$ cat src/rtl/reg_b_addr_sel_pipe_pkg.sv
// Shared datapath definitions for register-address handling in decode and the register file.
// Also holds the stage-control priority used by the read-port-B address pipeline.
package reg_b_addr_sel_pipe_pkg;

  localparam int REG_ADDR_W  = 4;
  localparam logic [REG_ADDR_W-1:0] REG_ZERO = '0;
  localparam int DEF_NUM_SRC = 2;

  typedef enum logic [1:0] {
    STAGE_LOAD  = 2'd0,
    STAGE_STALL = 2'd1,
    STAGE_FLUSH = 2'd2
  } stage_op_e;

  // Flush dominates stall, stall dominates load.
  function automatic stage_op_e stage_op(input logic flush, input logic stall);
    if (flush) return STAGE_FLUSH;
    if (stall) return STAGE_STALL;
    return STAGE_LOAD;
  endfunction

endpackage

$ cat src/rtl/reg_b_addr_sel_pipe_mux_n.sv
// NUM_SRC:1 register-address multiplexer; an out-of-range select falls back to source 0
// and raises oob_o so the stage can record the error.
module reg_b_addr_sel_pipe_mux_n
  import reg_b_addr_sel_pipe_pkg::*;
#(
  parameter int ADDR_W  = REG_ADDR_W,
  parameter int NUM_SRC = DEF_NUM_SRC,
  parameter int SEL_W   = 1
) (
  input  logic [NUM_SRC*ADDR_W-1:0] src_i,
  input  logic [SEL_W-1:0]          sel_i,
  output logic [ADDR_W-1:0]         addr_o,
  output logic                      oob_o
);

  // NOTE: every always_comb output gets a default first; a path with no assignment infers a latch.
  always_comb begin
    addr_o = src_i[ADDR_W-1:0];
    for (int k = 1; k < NUM_SRC; k++) begin
      if (int'(sel_i) == k) addr_o = src_i[k*ADDR_W +: ADDR_W];
    end
  end

  assign oob_o = (int'(sel_i) >= NUM_SRC);

endmodule

$ cat src/rtl/reg_b_addr_sel_pipe.sv
// Read-port-B register-address selector: registered NUM_SRC:1 select with stall/flush,
// sticky out-of-range flag and a write-back forwarding-hit compare.
module reg_b_addr_sel_pipe
  import reg_b_addr_sel_pipe_pkg::*;
#(
  parameter int ADDR_W   = REG_ADDR_W,
  parameter int NUM_SRC  = DEF_NUM_SRC,
  parameter int SEL_W    = 1,
  parameter int ZERO_FWD = 0
) (
  input  logic                      clk,
  input  logic                      rst,
  input  logic [NUM_SRC*ADDR_W-1:0] in_addr,
  input  logic [SEL_W-1:0]          regB,
  input  logic                      in_valid,
  input  logic                      stall,
  input  logic                      flush,
  input  logic                      wb_en,
  input  logic [ADDR_W-1:0]         wb_addr,
  output logic [ADDR_W-1:0]         rn2,
  output logic                      rn2_valid,
  output logic                      fwd_hit,
  output logic                      sel_err
);

  if (NUM_SRC < 2 || (2 ** SEL_W) < NUM_SRC) begin : g_bad_params
    $error("reg_b_addr_sel_pipe: need NUM_SRC>=2 and 2**SEL_W>=NUM_SRC");
  end

  logic [ADDR_W-1:0] mux_addr;
  logic              mux_oob;

  logic [ADDR_W-1:0] rn2_q, rn2_d;
  logic              rn2_valid_q, rn2_valid_d;
  logic              sel_err_q, sel_err_d;

  reg_b_addr_sel_pipe_mux_n #(
    .ADDR_W (ADDR_W),
    .NUM_SRC(NUM_SRC),
    .SEL_W  (SEL_W)
  ) u_mux (
    .src_i (in_addr),
    .sel_i (regB),
    .addr_o(mux_addr),
    .oob_o (mux_oob)
  );

  always_comb begin
    rn2_d       = rn2_q;
    rn2_valid_d = rn2_valid_q;
    sel_err_d   = sel_err_q;
    case (stage_op(flush, stall))
      STAGE_FLUSH: rn2_valid_d = 1'b0;
      STAGE_STALL: ;
      default: begin
        rn2_d       = mux_addr;
        rn2_valid_d = in_valid;
        if (in_valid && mux_oob) sel_err_d = 1'b1;
      end
    endcase
  end

  // NOTE: sequential state uses non-blocking assignments so all registers update from pre-edge values.
  always_ff @(posedge clk or posedge rst) begin
    if (rst) begin
      rn2_q       <= '0;
      rn2_valid_q <= 1'b0;
      sel_err_q   <= 1'b0;
    end else begin
      rn2_q       <= rn2_d;
      rn2_valid_q <= rn2_valid_d;
      sel_err_q   <= sel_err_d;
    end
  end

  // Live write-back inputs are compared against the held address, so this tracks wb even while stalled.
  assign fwd_hit = rn2_valid_q && wb_en && (wb_addr == rn2_q) &&
                   ((ZERO_FWD != 0) || (rn2_q != ADDR_W'(REG_ZERO)));

  assign rn2       = rn2_q;
  assign rn2_valid = rn2_valid_q;
  assign sel_err   = sel_err_q;

endmodule
$ cat config.mk
export PLATFORM = sky130hd
export DESIGN_NAME = reg_b_addr_sel_pipe
export DESIGN_NICKNAME = d
export VERILOG_FILES = /design/src/rtl/reg_b_addr_sel_pipe_pkg.sv /design/src/rtl/reg_b_addr_sel_pipe_mux_n.sv /design/src/rtl/reg_b_addr_sel_pipe.sv
export SDC_FILE = /design/constraint.sdc
export NUM_CORES = 1
export LEC_CHECK = 0
export CORE_AREA = 2 2 39 41
export CTS_CLUSTER_SIZE = 20
export DETAILED_ROUTE_END_ITERATION = 10
export DIE_AREA = 0 0 41 43
export GPL_TIMING_DRIVEN = 0
export PLACE_DENSITY = 0.7
export SLEW_MARGIN = 20
export SYNTH_ARGS = -nofsm -noshare
export SYNTH_HDL_FRONTEND = slang
export SYNTH_SLANG_ARGS = --single-unit
$ cat constraint.sdc
create_clock -name clk -period 1.85 [get_ports clk]
set_input_delay 0.2775 -clock clk [delete_from_list [all_inputs] [get_ports clk]]
set_output_delay 0.2775 -clock clk [all_outputs]
set_load 0.05 [all_outputs]
==> run_results.csv <==
group,metric,value,unit
synth,ys_seq_elements,5,
floorplanning,coreArea,0.001384,sq mm
worst_setup_path,cp-startpoint,"wb_addr[0]",
final_layout,antenna_cells,0,
synth,synth.top_cell.area_share,0.4082,
floorplanning,dieArea,0.001763,sq mm
sta,finalHoldViolCount,0,
hold_path,hp-class,"input port to async pin",
sta,fin_skew,0,ps
worst_setup_path,crit_slowest_cell,"clkdlybuf4s50_1",
grt,gr-usage-all-layers,0.08990,
worst_setup_path,slowest_delay,470,ps
clock_network,numCtsBuffers,3,
floorplanning,rows,14,
sta,period_minus_slack,1783,ps
clock_network,cts_setup_buffers,0,
worst_setup_path,regToRegEndpoint,"rn2[0]",
placement,placed_area,566.8,sq um
worst_setup_path,r2r_cells,2,
sta,finalSetupViolations,0,
synth,ys_seq_area_frac,0.4082,
final_layout,drive_gt1_frac,0.1167,
worst_setup_path,path_class,"input port to primary output",
synth,syn_area_per_cell,9.289,sq um
clock_network,cts.htree.levels,1,
status,status,"complete, no violations",
floorplanning,dieWidth,41,um
final_layout,area_growth_syn_to_layout,92.65,%
power_and_ir_drop,ir_worst_vdd,0.2363,mV
drt,num_vias,305,
placement,place_hpwl,609.4,um
worst_setup_path,end_kind,"primary output",
placement,gp_congestion,0.6228,
clock_network,clkSlewWorstSetupHoldPaths,40,ps
final_layout,final_cell_area,590.6,sq um
worst_setup_path,cp.required,1570,ps
worst_setup_path,worst_setup_path_start_kind,"input port",
floorplanning,io_pins,26,
grt,grt_pass1_wl,1055,um
clock_network,cts_tree,"yes",
grt,grt-ovfl-total,0,
placement,portBuffers,23,
worst_setup_path,regToRegStartpoint,"rn2[0]",
power_and_ir_drop,p_per_area,716.0,mW/mm^2
worst_setup_path,cp_num_buf_inv,2,
worst_setup_path,path_cells,"clkdlybuf4s50_1, xnor2_1, o2111ai_1, nor4b_4, buf_4",
grt,first_global_vias,293,
sta,whs,238.5,ps
drt,wirelength,695,um
worst_setup_path,rrSetupSlack,1150,ps
drt,wire_per_inst,9.145,um
synth,yosys-top-cells-area,"dfrtp_1 41%, mux2i_1 16%, o21ai_0 8.2%",
drt,ant_nets,0,
worst_setup_path,crit_fanout,1,
drt,drtIter0Drc,0,
synth,syn_inst,33,
sta,drv_slew,0,
clock_network,postCtsHoldBufs,0,
grt,antenna_found_initial,0,
synth,synth_cell_types,16,
drt,drc,0,
worst_setup_path,cp.arrival,1510,ps
clock_network,insertion_delay,240,ps
synth,netlist.top_cell.by_area,"dfrtp_1",
clock_network,cts_root_buf,"clkbuf_4",
final_layout,fin_nets,80,
drt,routed_via_density,4.013,
sta,timing.fmax,561.0,MHz
flow_run,maxCapViolCount,0,
worst_setup_path,path_delay_family,"buffers and inverters",
floorplanning,start_util,0.2215,
clock_network,cts.sinks,5,
drt,first_pass_iters,1,
synth,syn_nets,52,
power_and_ir_drop,total_leakage_power,0.2574,nW
synth,yosysWarnings,0,
synth,synthesis.area,306.5,sq um
grt,grt_max_degree,9,
clock_network,clockBufferDepth,2,
floorplanning,chipHeight,43,um
final_layout,fillCellCount,157,
sta,rsz0062_at_grt,"no",
sta,setup_tns,0,ps
sta,post-route-period-util,0.9636,
[per-stage QoR]
stage,utilization,setup slack [ps],std cells,total power [W]
after detailed placement,0.4096,-539.1,72,0.0003054
after CTS,0.4268,51.30,76,0.0004314
after floorplan,-,53.45,33,0.0002314
after global placement,0.4096,-522.4,72,0.0003023
final,0.4268,67.37,76,0.0004228
after global routing,0.4268,10.69,76,0.0004487
[worst max-delay path by stage]
stage / to / slack [ps] / depth (start not counted)
global placement: fwd_hit / -520 / 5
floorplan: fwd_hit / 50 / 2
CTS: fwd_hit / 50 / 5
finish: fwd_hit / 70 / 5
detailed placement: fwd_hit / -540 / 5
global route: fwd_hit / 10 / 5
[flip-flops by register name (all words and copies together) (netlist names)]
register	cells
rn2_valid	1
rn2	4
[cells in the final DEF (no fill, tap or decap)]
master,n
inv_1,2
nor4b_4,1
clkbuf_1,2
clkdlybuf4s50_1,22
o2111ai_1,1
nor2_1,1
dfrtp_2,1
conb_1,1
xnor2_1,1
nand2_1,4
dfrtp_1,4
xor2_1,2
mux2i_1,5
buf_1,1
nor3_1,1
buf_4,2
o21ai_0,5
or2_0,1
clkbuf_4,3
[Yosys cell counts, drive strengths merged]
cell     count
o21ai        5
o2111ai      1
or2          1
dfrtp        5
nor2         1
buf          2
inv          2
conb         1
xnor2        1
nor4b        1
xor2         2
nand2        4
nor3         1
mux2i        5
clkbuf       1
[where the power goes]
part / switching, W / internal [W] / total (W) / leakage (nW)
Clock: 0.0000400 / 0.0000812 / 0.000121 / 0.0150
Sequential: 0.0000122 / 0.000124 / 0.000136 / 0.0616
Combinational: 0.0000895 / 0.0000759 / 0.000165 / 0.181
[kinds of logic after synthesis]
family                 share of synthesized area
AO/OA/AOI/OAI                             0.1102
multiplexers                              0.1633
XOR/XNOR                                 0.08573
flip-flops                                0.4082
other                                    0.01223
AND/OR/NAND/NOR                           0.1469
buffers and inverters                    0.07346
[metal layers]
| layer | part of all wire | global-route usage | wire length, um | vias to the layer above |
|---|---|---|---|---|
| met2 | 0.46 | 0.1281 | 317 | 20 |
| met3 | 0.15 | 0.03665 | 103 | 0 |
| met5 | 0 | 0 | 0 | - |
| li1 | - | - | - | 162 |
| met4 | 0 | 0.06000 | 0 | 0 |
| met1 | 0.39 | 0.1049 | 274 | 123 |
[final cells by class]
cell class,count,area (sq um),area share
inverter,2,7.507,0.01271
clock buffer,4,26.28,0.04449
tap,16,20.02,0.03390
sequential,5,126.4,0.2140
timing repair buffer,23,227.7,0.3856
multi-input combinational,23,167.7,0.2839
buffer,3,15.01,0.02542
[what timing repair did]
action | 4_1_cts | 5_1_grt
endpoints found under the hold margin | 0 | 0
gates resized for setup | 6 | 0
endpoints found under the setup margin | 1 | 0
Power figures use the tool's default switching activity.
